`src/rtl/sipo_loader_pkg.sv`:
```
// Shared definitions for the sipo_loader block: FSM state encodings and default geometry.
package sipo_loader_pkg;

   localparam int unsigned DEF_WIDTH = 16;
   localparam int unsigned DEF_DIV   = 1;

   typedef enum logic [2:0] {
      IDLE  = 3'd0,
      SH_LO = 3'd1,
      SH_HI = 3'd2,
      ST_HI = 3'd3,
      ST_LO = 3'd4
   } state_e;

endpackage

```
`src/rtl/sipo_loader_if.sv`:
```
// Load handshake plus the serial 595 drive pins. Optional oen pin under SIPO_LOADER_OE_EN.
interface sipo_loader_if #(
   parameter int unsigned WIDTH = 16
);
   logic [WIDTH-1:0] load_data;
   logic             load_valid;
   logic             load_ready;
   logic             done;
   logic             ds;
   logic             cp_sh;
   logic             cp_st;
`ifdef SIPO_LOADER_OE_EN
   logic             oen;
`endif

   modport master (
      output load_data, load_valid,
      input  load_ready, done, ds, cp_sh, cp_st
`ifdef SIPO_LOADER_OE_EN
      , input oen
`endif
   );

   modport slave (
      input  load_data, load_valid,
      output load_ready, done, ds, cp_sh, cp_st
`ifdef SIPO_LOADER_OE_EN
      , output oen
`endif
   );
endinterface

```
`src/rtl/sipo_loader_half_tick.sv`:
```
// DIV-cycle down-counter: restart reloads it, expire_o is high on the last cycle of each period.
module sipo_loader_half_tick #(
   parameter int unsigned DIV = 1
) (
   input  logic cp,
   input  logic mrn,
   input  logic restart_i,
   output logic expire_o,
   output logic expire_nxt_c_o
);
   localparam int unsigned CNT_W = $clog2(DIV) + 1;

   logic [CNT_W-1:0] cnt_q, cnt_d;
   logic             expire_q;

   always_comb begin
      cnt_d = cnt_q;
      if (restart_i) begin
         cnt_d = CNT_W'(DIV - 1);
      end else if (cnt_q != '0) begin
         cnt_d = cnt_q - CNT_W'(1);
      end
   end

   // Lookahead lets the parent register outputs that coincide with the last cycle.
   assign expire_nxt_c_o = (cnt_d == '0);

   always_ff @(posedge cp or negedge mrn) begin
      if (!mrn) begin
         cnt_q    <= '0;
         expire_q <= 1'b1;
      end else begin
         cnt_q    <= cnt_d;
         expire_q <= expire_nxt_c_o;
      end
   end

   assign expire_o = expire_q;
endmodule

```
`src/rtl/sipo_loader.sv`:
```
// Serialises a parallel word MSB-first into a chain of 595 SIPOs, then strobes the storage clock.
// Define SIPO_LOADER_OE_EN to add an oen output held high until the first completed load.
module sipo_loader
   import sipo_loader_pkg::*;
#(
   parameter int unsigned WIDTH = DEF_WIDTH,
   parameter int unsigned DIV   = DEF_DIV
) (
   input  logic           cp,
   input  logic           mrn,
   sipo_loader_if.slave   bus
);
   localparam int unsigned IDX_W = $clog2(WIDTH);

   state_e           state_q, state_d;
   logic [WIDTH-1:0] sh_q, sh_d;
   logic [IDX_W-1:0] idx_q, idx_d;
   logic             ds_q, ds_d;
   logic             cp_sh_q, cp_sh_d;
   logic             cp_st_q, cp_st_d;
   logic             done_q, done_d;
   logic             ready_q, ready_d;
   logic             restart_c;
   logic             expire;
   logic             expire_nxt_c;

   sipo_loader_half_tick #(.DIV(DIV)) u_half_tick (
      .cp             (cp),
      .mrn            (mrn),
      .restart_i      (restart_c),
      .expire_o       (expire),
      .expire_nxt_c_o (expire_nxt_c)
   );

   always_comb begin
      state_d = state_q;
      sh_d    = sh_q;
      idx_d   = idx_q;
      case (state_q)
         IDLE: begin
            if (bus.load_valid) begin
               state_d = SH_LO;
               sh_d    = bus.load_data;
               idx_d   = IDX_W'(WIDTH - 1);
            end
         end
         SH_LO: if (expire) state_d = SH_HI;
         SH_HI: begin
            if (expire) begin
               if (idx_q == '0) begin
                  state_d = ST_HI;
               end else begin
                  state_d = SH_LO;
                  idx_d   = idx_q - IDX_W'(1);
                  sh_d    = {sh_q[WIDTH-2:0], 1'b0};
               end
            end
         end
         ST_HI: if (expire) state_d = ST_LO;
         ST_LO: if (expire) state_d = IDLE;
         default: state_d = IDLE;
      endcase

      // Pin values are decoded from the next state so they leave flops with no glitches.
      ds_d    = ((state_d == SH_LO) || (state_d == SH_HI)) ? sh_d[WIDTH-1] : 1'b0;
      cp_sh_d = (state_d == SH_HI);
      cp_st_d = (state_d == ST_HI);
      ready_d = (state_d == IDLE);
   end

   assign restart_c = (state_d != state_q);
   assign done_d    = (state_d == ST_LO) && expire_nxt_c;

   always_ff @(posedge cp or negedge mrn) begin
      if (!mrn) begin
         state_q <= IDLE;
         sh_q    <= '0;
         idx_q   <= '0;
         ds_q    <= 1'b0;
         cp_sh_q <= 1'b0;
         cp_st_q <= 1'b0;
         done_q  <= 1'b0;
         ready_q <= 1'b1;
      end else begin
         state_q <= state_d;
         sh_q    <= sh_d;
         idx_q   <= idx_d;
         ds_q    <= ds_d;
         cp_sh_q <= cp_sh_d;
         cp_st_q <= cp_st_d;
         done_q  <= done_d;
         ready_q <= ready_d;
      end
   end

   assign bus.load_ready = ready_q;
   assign bus.done       = done_q;
   assign bus.ds         = ds_q;
   assign bus.cp_sh      = cp_sh_q;
   assign bus.cp_st      = cp_st_q;

`ifdef SIPO_LOADER_OE_EN
   logic oen_q;

   // Keep the 595 outputs tri-stated until a real word has been latched.
   always_ff @(posedge cp or negedge mrn) begin
      if (!mrn) begin
         oen_q <= 1'b1;
      end else if (done_q) begin
         oen_q <= 1'b0;
      end
   end

   assign bus.oen = oen_q;
`endif
endmodule

```
`src/flat_wrapper.sv`:
```
// flat-port wrapper written by rule: the top's interface ports become plain ports
module sipo_loader_flat import sipo_loader_pkg::*;
#(
   parameter int unsigned WIDTH = DEF_WIDTH,
   parameter int unsigned DIV   = DEF_DIV
)
  (cp, mrn, bus_load_data, bus_load_valid, bus_load_ready, bus_done, bus_ds, bus_cp_sh, bus_cp_st);
  sipo_loader_if #(.WIDTH(WIDTH)) bus_i ();
  input  logic cp;
  input  logic mrn;
  input wire logic [$bits(bus_i.load_data)-1:0] bus_load_data;
  input wire logic [$bits(bus_i.load_valid)-1:0] bus_load_valid;
  output wire logic [$bits(bus_i.load_ready)-1:0] bus_load_ready;
  output wire logic [$bits(bus_i.done)-1:0] bus_done;
  output wire logic [$bits(bus_i.ds)-1:0] bus_ds;
  output wire logic [$bits(bus_i.cp_sh)-1:0] bus_cp_sh;
  output wire logic [$bits(bus_i.cp_st)-1:0] bus_cp_st;
  assign bus_i.load_data = bus_load_data;
  assign bus_i.load_valid = bus_load_valid;
  assign bus_load_ready = bus_i.load_ready;
  assign bus_done = bus_i.done;
  assign bus_ds = bus_i.ds;
  assign bus_cp_sh = bus_i.cp_sh;
  assign bus_cp_st = bus_i.cp_st;
  sipo_loader #(.WIDTH(WIDTH), .DIV(DIV)) u_core (.cp(cp), .mrn(mrn), .bus(bus_i));
endmodule
```
`config.mk`:
```
export PLATFORM = sky130hd
export DESIGN_NAME = sipo_loader_flat
export DESIGN_NICKNAME = d
export VERILOG_FILES = /design/src/rtl/sipo_loader_pkg.sv /design/src/rtl/sipo_loader_if.sv /design/src/rtl/sipo_loader_half_tick.sv /design/src/rtl/sipo_loader.sv /design/src/flat_wrapper.sv
export SDC_FILE = /design/constraint.sdc
export NUM_CORES = 1
export LEC_CHECK = 0
export ABC_AREA = 1
export CAP_MARGIN = 15
export CORE_MARGIN = 2
export CORE_UTILIZATION = 50
export CTS_BUF_LIST = sky130_fd_sc_hd__clkbuf_4 sky130_fd_sc_hd__clkbuf_8
export CTS_CLUSTER_SIZE = 25
export DETAILED_ROUTE_END_ITERATION = 10
export GPL_TIMING_DRIVEN = 0
export PLACE_DENSITY = 0.81
export SYNTH_ARGS = -nofsm -noshare
export SYNTH_HDL_FRONTEND = slang
export SYNTH_SLANG_ARGS = --single-unit
```
`constraint.sdc`:
```
create_clock -name cp -period 1.7 [get_ports cp]
set_input_delay 0.17 -clock cp [delete_from_list [all_inputs] [get_ports cp]]
set_output_delay 0.17 -clock cp [all_outputs]
set_load 0.03 [all_outputs]
```
==> flow_metrics.tcl, run 1 <==
set metrics [dict create \
    synth.top_cell.area_share_pct 54.3 \
    cp-startpoint "u_core.idx_q[1]$_DFFE_PN0P_" \
    netlist.top_cell.by_area "sky130_fd_sc_hd__dfrtp_1" \
    place.port_buffers 23 \
    detailedRoute.firstPassIterationCount 4 \
    synth.yosys.warnings 0 \
    yosysMostFrequentCell "sky130_fd_sc_hd__nand2_1" \
    synth_seq_cells 28 \
    synth_flop_cell "sky130_fd_sc_hd__dfrtp_1" \
    detailed_place_hpwl_um 1800 \
    power_density_nw_per_um2 1620 \
    grt_start_max_net_pins 21 \
    clkTransAtPathRegs_ns 0.15 \
    yosys.area_share.adder_pct 1.01 \
    post_drt_via_cell_ratio 5.23 \
    finalMaxSlewViolations 0 \
    routedLengthMet1_um 1030 \
    dr_total_vias 1051 \
    setup_tns_after_final_layout_ns 0 \
    path_class "flop to flop" \
    die_wd_um 53.9 \
    crit_family "simple AND/OR/NAND/NOR gates" \
    std_cell_rows 18 \
    core-area_um2 2410 \
    gp_congestion 0.787 \
    combinational_family_with_the_most_area_after_synthesis "simple AND/OR/NAND/NOR gates" \
    post_synth_edffs 0 \
    async_reset_ff_share_pct 100 \
    slew-limit-headroom_pct 64.8 \
    antenna_cell_count 0 \
    holdCritPathClass "input pin to async pin" \
    tritoncts "done" \
    final.setup_skew_ns 0.00918 \
    synth_xor_area_share_pct 0 \
    fp.dieH_um 53.9 \
    post_cts_buffers 0 \
    finalSetupViolations 0 \
    r2r_slack_ns 0.17 \
    synth-compound-area-share_pct 3.12 \
    synth_simple_gate_area_share_pct 33.5 \
    ctsRootBufferMaster "sky130_fd_sc_hd__clkbuf_4" \
    synth_area_leaders "sky130_fd_sc_hd__dfrtp_1, sky130_fd_sc_hd__nand3_1, sky130_fd_sc_hd__nand2_1" \
    grt_overflow 0 \
    setup.worst_path.end_class "flop" \
    clk-insertion-delay-late_ns 0.32 \
    sequence_of_cells_on_the_critical_path "inv_1 -> ha_2 -> nand2_2 -> nand2_2 -> nand2_4 -> inv_4 -> buf_6 -> nand2_1 -> nand2_1" \
    worst_pin_slew_ns 0.526 \
    grt_pass1_vias 992 \
    cpMaxStageDelayCell "sky130_fd_sc_hd__dfrtp_1" \
    arrival_ns 1.80 \
    max_freq_mhz 656 \
    muxShareOfSynthArea_pct 0 \
    worstPathRequired_ns 1.97 \
    initial_util_pct 51.6 \
    post_synth_most_frequent_cells "sky130_fd_sc_hd__nand2_1, sky130_fd_sc_hd__nand3_1, sky130_fd_sc_hd__dfrtp_1" \
    routed-wl-met2_um 1190 \
    yosys.cell_types.count 22 \
    clockBufferDepth 2 \
    grt_setup_unrepaired "no" \
    placedCellCount 197 \
    yosysSeqAreaShare_pct 56.4 \
    area_growth_syn_to_layout_pct 26.5 \
    cts_htree_levels 1 \
    timing.critical_path.buf_inv 3 \
    route.detailed.drc 0 \
    fin_crit_ns 1.53 \
    p_leak_nw 0.748 \
    cts_num_sinks 28 \
    fin_hold_viols 0 \
    synthCells 143 \
    result_of_the_run "complete, no violations" \
    post_synth_instance_area_um2 1240 \
    cp_num_cells 9 \
    groute.usage.overall_pct 19.8 \
    startpoint_type "flop" \
    topRoutingLayerUsed "met4" \
    ant_nets 0 \
    worst_path_largest_cell_delay_ns 0.38 \
    drv.max_cap_violation_count 0 \
    boundaryPins 24 \
    postRouteWirelength_um 2370 \
    first_pass_grt_wire_length_um 4130 \
    antenna_found_initial 0 \
    die_area_um2 2900 \
    ff2ff_path_depth 9 \
    max-vdd-ir-drop_mv 0.892 \
    nets 192 \
    final_layout_size_suffix_gt1_share_pct 11.1 \
    layoutNonFillerInstCount 201 \
    cts_hold_buf 0 \
    r2r_start "u_core.idx_q[1]$_DFFE_PN0P_" \
    synth.avg_cell_area_um2 8.70 \
    detail_route.wl_per_cell_um 11.8 \
    cts_made_buffers 3 \
    crit_fanout 10 \
    detailed_routed_wire_length_on_met3_um 115 \
    syn_nets 163 \
    detailedRoute.firstIterationViolations 41 \
    layout_worst_path_cycle_share_pct 89.7 \
]
## cells in the final DEF, fill, tap and decap left out, types with 2 or more instances in the layout
cell,count
sky130_fd_sc_hd__nand2_1,37
sky130_fd_sc_hd__nand3_1,29
sky130_fd_sc_hd__dfrtp_1,27
sky130_fd_sc_hd__clkdlybuf4s50_1,22
sky130_fd_sc_hd__nor2_1,12
sky130_fd_sc_hd__inv_1,9
sky130_fd_sc_hd__nor3_1,5
sky130_fd_sc_hd__o21ai_0,4
sky130_fd_sc_hd__clkbuf_4,4
sky130_fd_sc_hd__nand2_2,3
sky130_fd_sc_hd__inv_2,2
sky130_fd_sc_hd__a21oi_1,2
sky130_fd_sc_hd__clkbuf_1,2
## path summary, 6_finish.rpt
| kind | end |
|---|---|
| min | u_core.sh_q[13]$_DFFE_PN0P_ |
| max in group asynchronous | u_core.sh_q[14]$_DFFE_PN0P_ |
| max | u_core.sh_q[1]$_DFFE_PN0P_ |
| max reg2reg | u_core.sh_q[1]$_DFFE_PN0P_ |
| min in group cp | u_core.sh_q[0]$_DFFE_PN0P_ |
| min reg2reg | u_core.sh_q[11]$_DFFE_PN0P_ |
## kinds of logic after synthesis
kind of cell / after synthesis
AO/OA/AOI/OAI: 7
adder cells (fa/ha/maj): 1
buffers and inverters: 16
flip-flops: 28
AND/OR/NAND/NOR: 91
## power breakdown
part	total [mW]	switching [mW]	internal, mW
clock network	0.294	0.186	0.108
registers	1.13	0.160	0.973
logic	1.13	0.696	0.432
## routing by layer
metal	GRT usage [%]	up-vias
met5	0	-
met2	33.5	31
met3	2.78	4
met1	23.4	495
met4	12.4	0
li1	-	521
## through the flow
stage                     hold WS [ns]  power, mW  utilization, %  area [µm²]  setup WS, ns
after floorplan                 -0.126       1.94               -        1240         0.325
after global placement           0.468       2.21            62.7        1510        0.0531
after detailed placement         0.476       2.29            63.9        1540        0.0887
after CTS                        0.187       2.57            65.1        1570        0.0363
after global routing             0.189       2.79            65.3        1570        0.0242
final                            0.181       2.55            65.3        1570         0.175
## layout make-up
| type | instances | area, µm² |
|---|---|---|
| Timing Repair Buffer | 24 | 256 |
| Buffer | 4 | 26.3 |
| Inverter | 12 | 47.5 |
| Multi-Input combinational cell | 99 | 473 |
| Fill cell | 215 | 837 |
| Clock buffer | 4 | 30.0 |
| Sequential cell | 28 | 702 |
| Tap cell | 30 | 37.5 |
## what timing repair did
action,CTS,global route
setup endpoints to repair,1,12
gates resized for setup,1,3
pin swaps,0,0
## flip-flops by register name, summed over array words and instances (netlist names)
register               count
u_core.sh_q               16
u_core.idx_q               4
u_core.state_q             3
u_core.bus.cp_sh           1
u_core.bus.cp_st           1
u_core.bus.done            1
u_core.bus.ds              1
u_core.bus.load_ready      1
Power figures use the tool's default switching activity.
==> inputs of run 2 (changes only) <==
- CORE_MARGIN: 2 -> not set
==> run 2 against run 1 <==
  * Power is 1.2% higher
  * Critical path depth stayed put
  * Combinational power hardly changed
  * Critical path type unchanged
==> flow_metrics.tcl, run 2 (synthesis gave the netlist of run 1 again) <==
set metrics [dict create \
    final.setup_skew_ns 0.00307 \
    commonest_non_fill_non_tap_cells_in_the_layout "sky130_fd_sc_hd__nand2_1, sky130_fd_sc_hd__nand3_1, sky130_fd_sc_hd__dfrtp_1" \
    power_switching_share_pct 40.8 \
    largest_register "u_core.sh_q" \
    cts_made_buffers 3 \
    area_growth_syn_to_layout_pct 26.6 \
    sequence_of_cells_on_the_critical_path "inv_1 -> ha_1 -> nand2_2 -> nand2_2 -> nand2_4 -> inv_4 -> buf_6 -> nand2_1 -> nand3_1" \
    nets 192 \
    clockBufferDepth 2 \
    worst_pin_slew_ns 0.525 \
    cts_num_sinks 28 \
    cp_common_cell "sky130_fd_sc_hd__nand2_2" \
    seqPwrFrac_pct 44.0 \
    holdCritPathClass "input pin to async pin" \
    grt_pass1_vias 1044 \
    num-fill-cells 181 \
    drv.max_cap_violation_count 0 \
    path_class "flop to flop" \
    setup.worst_path.end_class "flop" \
    cts_htree_levels 1 \
    initial_util_pct 54.6 \
    largest_register_ff_count 16 \
    crit_fanout 10 \
    antenna_found_initial 0 \
    detailed_place_hpwl_um 1920 \
    detailedRoute.firstIterationViolations 26 \
    fin_crit_ns 1.56 \
    ctsRootBufferMaster "sky130_fd_sc_hd__clkbuf_4" \
    switching_power_mw 1.05 \
    antenna_cell_count 0 \
    arrival_ns 1.82 \
    ant_nets 0 \
    postRouteWirelength_um 2480 \
    fp.dieH_um 51.9 \
    finalMaxSlewViolations 0 \
    fin_hold_viols 0 \
    holdWs_ns 0.174 \
    clk-insertion-delay-late_ns 0.32 \
    post_cts_buffers 0 \
    worst_path_largest_cell_delay_ns 0.39 \
    power_frac_comb_pct 43.9 \
    finalSetupViolations 0 \
    clkTransAtPathRegs_ns 0.14 \
    worstPathRequired_ns 1.97 \
    multi_input_area_um2 470 \
    die_area_um2 2690 \
    result_of_the_run "complete, no violations" \
    max-vdd-ir-drop_mv 1.36 \
    p_leak_nw 0.755 \
    tritoncts "done" \
    post_drt_via_cell_ratio 5.15 \
    grt_start_max_net_pins 21 \
    startpoint_type "flop" \
    first_pass_grt_wire_length_um 4510 \
    std_cell_rows 17 \
    p_int_mw 1.53 \
    reg.largest.list "u_core.sh_q (16), u_core.idx_q (4), u_core.state_q (3)" \
    max_freq_mhz 643 \
    ff_latch_area_um2 702 \
    setup_tns_after_final_layout_ns 0 \
    core-area_um2 2280 \
    power_density_nw_per_um2 1640 \
    pwr-share-clk_pct 12.1 \
    groute.usage.overall_pct 23.2 \
    final_common_cell "sky130_fd_sc_hd__nand2_1" \
    detail_route.wl_per_cell_um 12.5 \
    detailedRoute.firstPassIterationCount 4 \
    route.detailed.drc 0 \
    cpMaxStageDelayCell "sky130_fd_sc_hd__dfrtp_1" \
    cts_hold_buf 0 \
    place.port_buffers 23 \
    grt_overflow 0 \
    gp_congestion 0.740 \
    dr_total_vias 1024 \
    r2r_slack_ns 0.14 \
    layout_worst_path_cycle_share_pct 91.5 \
    die_wd_um 51.9 \
    final_layout_size_suffix_gt1_share_pct 9.94 \
    slew-limit-headroom_pct 64.9 \
    p_total_mw 2.59 \
    boundaryPins 24 \
]
-- run 2: cell types whose count changed in the layout (fill, tap and decap cells not counted) --
cell,before,now
sky130_fd_sc_hd__clkbuf_4,4,3
sky130_fd_sc_hd__clkbuf_8,0,1
sky130_fd_sc_hd__ha_1,0,1
sky130_fd_sc_hd__ha_2,1,0
sky130_fd_sc_hd__inv_1,9,10
sky130_fd_sc_hd__inv_2,2,1
-- run 2: through the flow --
step	cell area [µm²]	utilization, %	instances	setup WS [ns]
after global placement	1510	66.3	194	0.0762
after global routing	1570	69.2	199	-0.00528
after floorplan	1240	-	143	0.325
final	1570	69.2	199	0.144
after detailed placement	1540	67.5	195	0.0806
after CTS	1570	69.0	199	0.0510
-- run 2: final timing paths --
kind	cells past startpoint	start	endpoint
min	1	mrn	u_core.idx_q[3]$_DFFE_PN0P_
max	9	u_core.idx_q[0]$_DFFE_PN0P_	u_core.sh_q[11]$_DFFE_PN0P_
min in group cp	3	bus_load_data[9]	u_core.sh_q[9]$_DFFE_PN0P_
max in group asynchronous	2	mrn	u_core.bus.load_ready$_DFF_PN1_
min reg2reg	2	u_core.sh_q[10]$_DFFE_PN0P_	u_core.sh_q[10]$_DFFE_PN0P_
max reg2reg	9	u_core.idx_q[0]$_DFFE_PN0P_	u_core.sh_q[11]$_DFFE_PN0P_
-- run 2: power by group through the flow --
stage	Clock, mW	Sequential [mW]	Combinational (mW)
2_1_floorplan	0	1.19	0.753
3_5_place_dp	0	1.15	1.16
6_report	0.313	1.14	1.13
3_3_place_gp	0	1.13	1.08
5_1_grt	0.355	1.17	1.30
4_1_cts	0.329	1.14	1.15
-- run 2: critical path: cells and delay by family (launching register included) --
family	cells	cell delay (ns)
fa+ha+maj	1	0.23
flops	1	0.39
buf+inv	3	0.40
simple gates	5	0.48
-- run 2: repair_timing --
action / 4_1_cts / 5_1_grt
endpoints found under the setup margin: 1 / 12
pin swaps: 0 / 0
resized for setup: 1 / 1
-- run 2: layout make-up --
cell class	count	area share, %
flip-flops and latches	28	44.6
inverters	12	3.02
clock buffers	4	2.31
plain buffers	4	1.67
multi-input cells	99	29.9
well taps	28	2.23
repair buffers	24	16.3
-- run 2: layer usage --
metal	GRT usage [%]	wire, µm	share of wire, %
met2	40.4	1270	51
met4	7.21	26	1.0
met1	28.4	1060	43
met3	4.97	123	5.0
met5	0	0	0
==> inputs of run 3 (changes only) <==
- SKIP_LAST_GASP: not set -> 1
==> results of run 3 <==
Same layout as run 2: the final DEF is identical, and so are final timing and power.
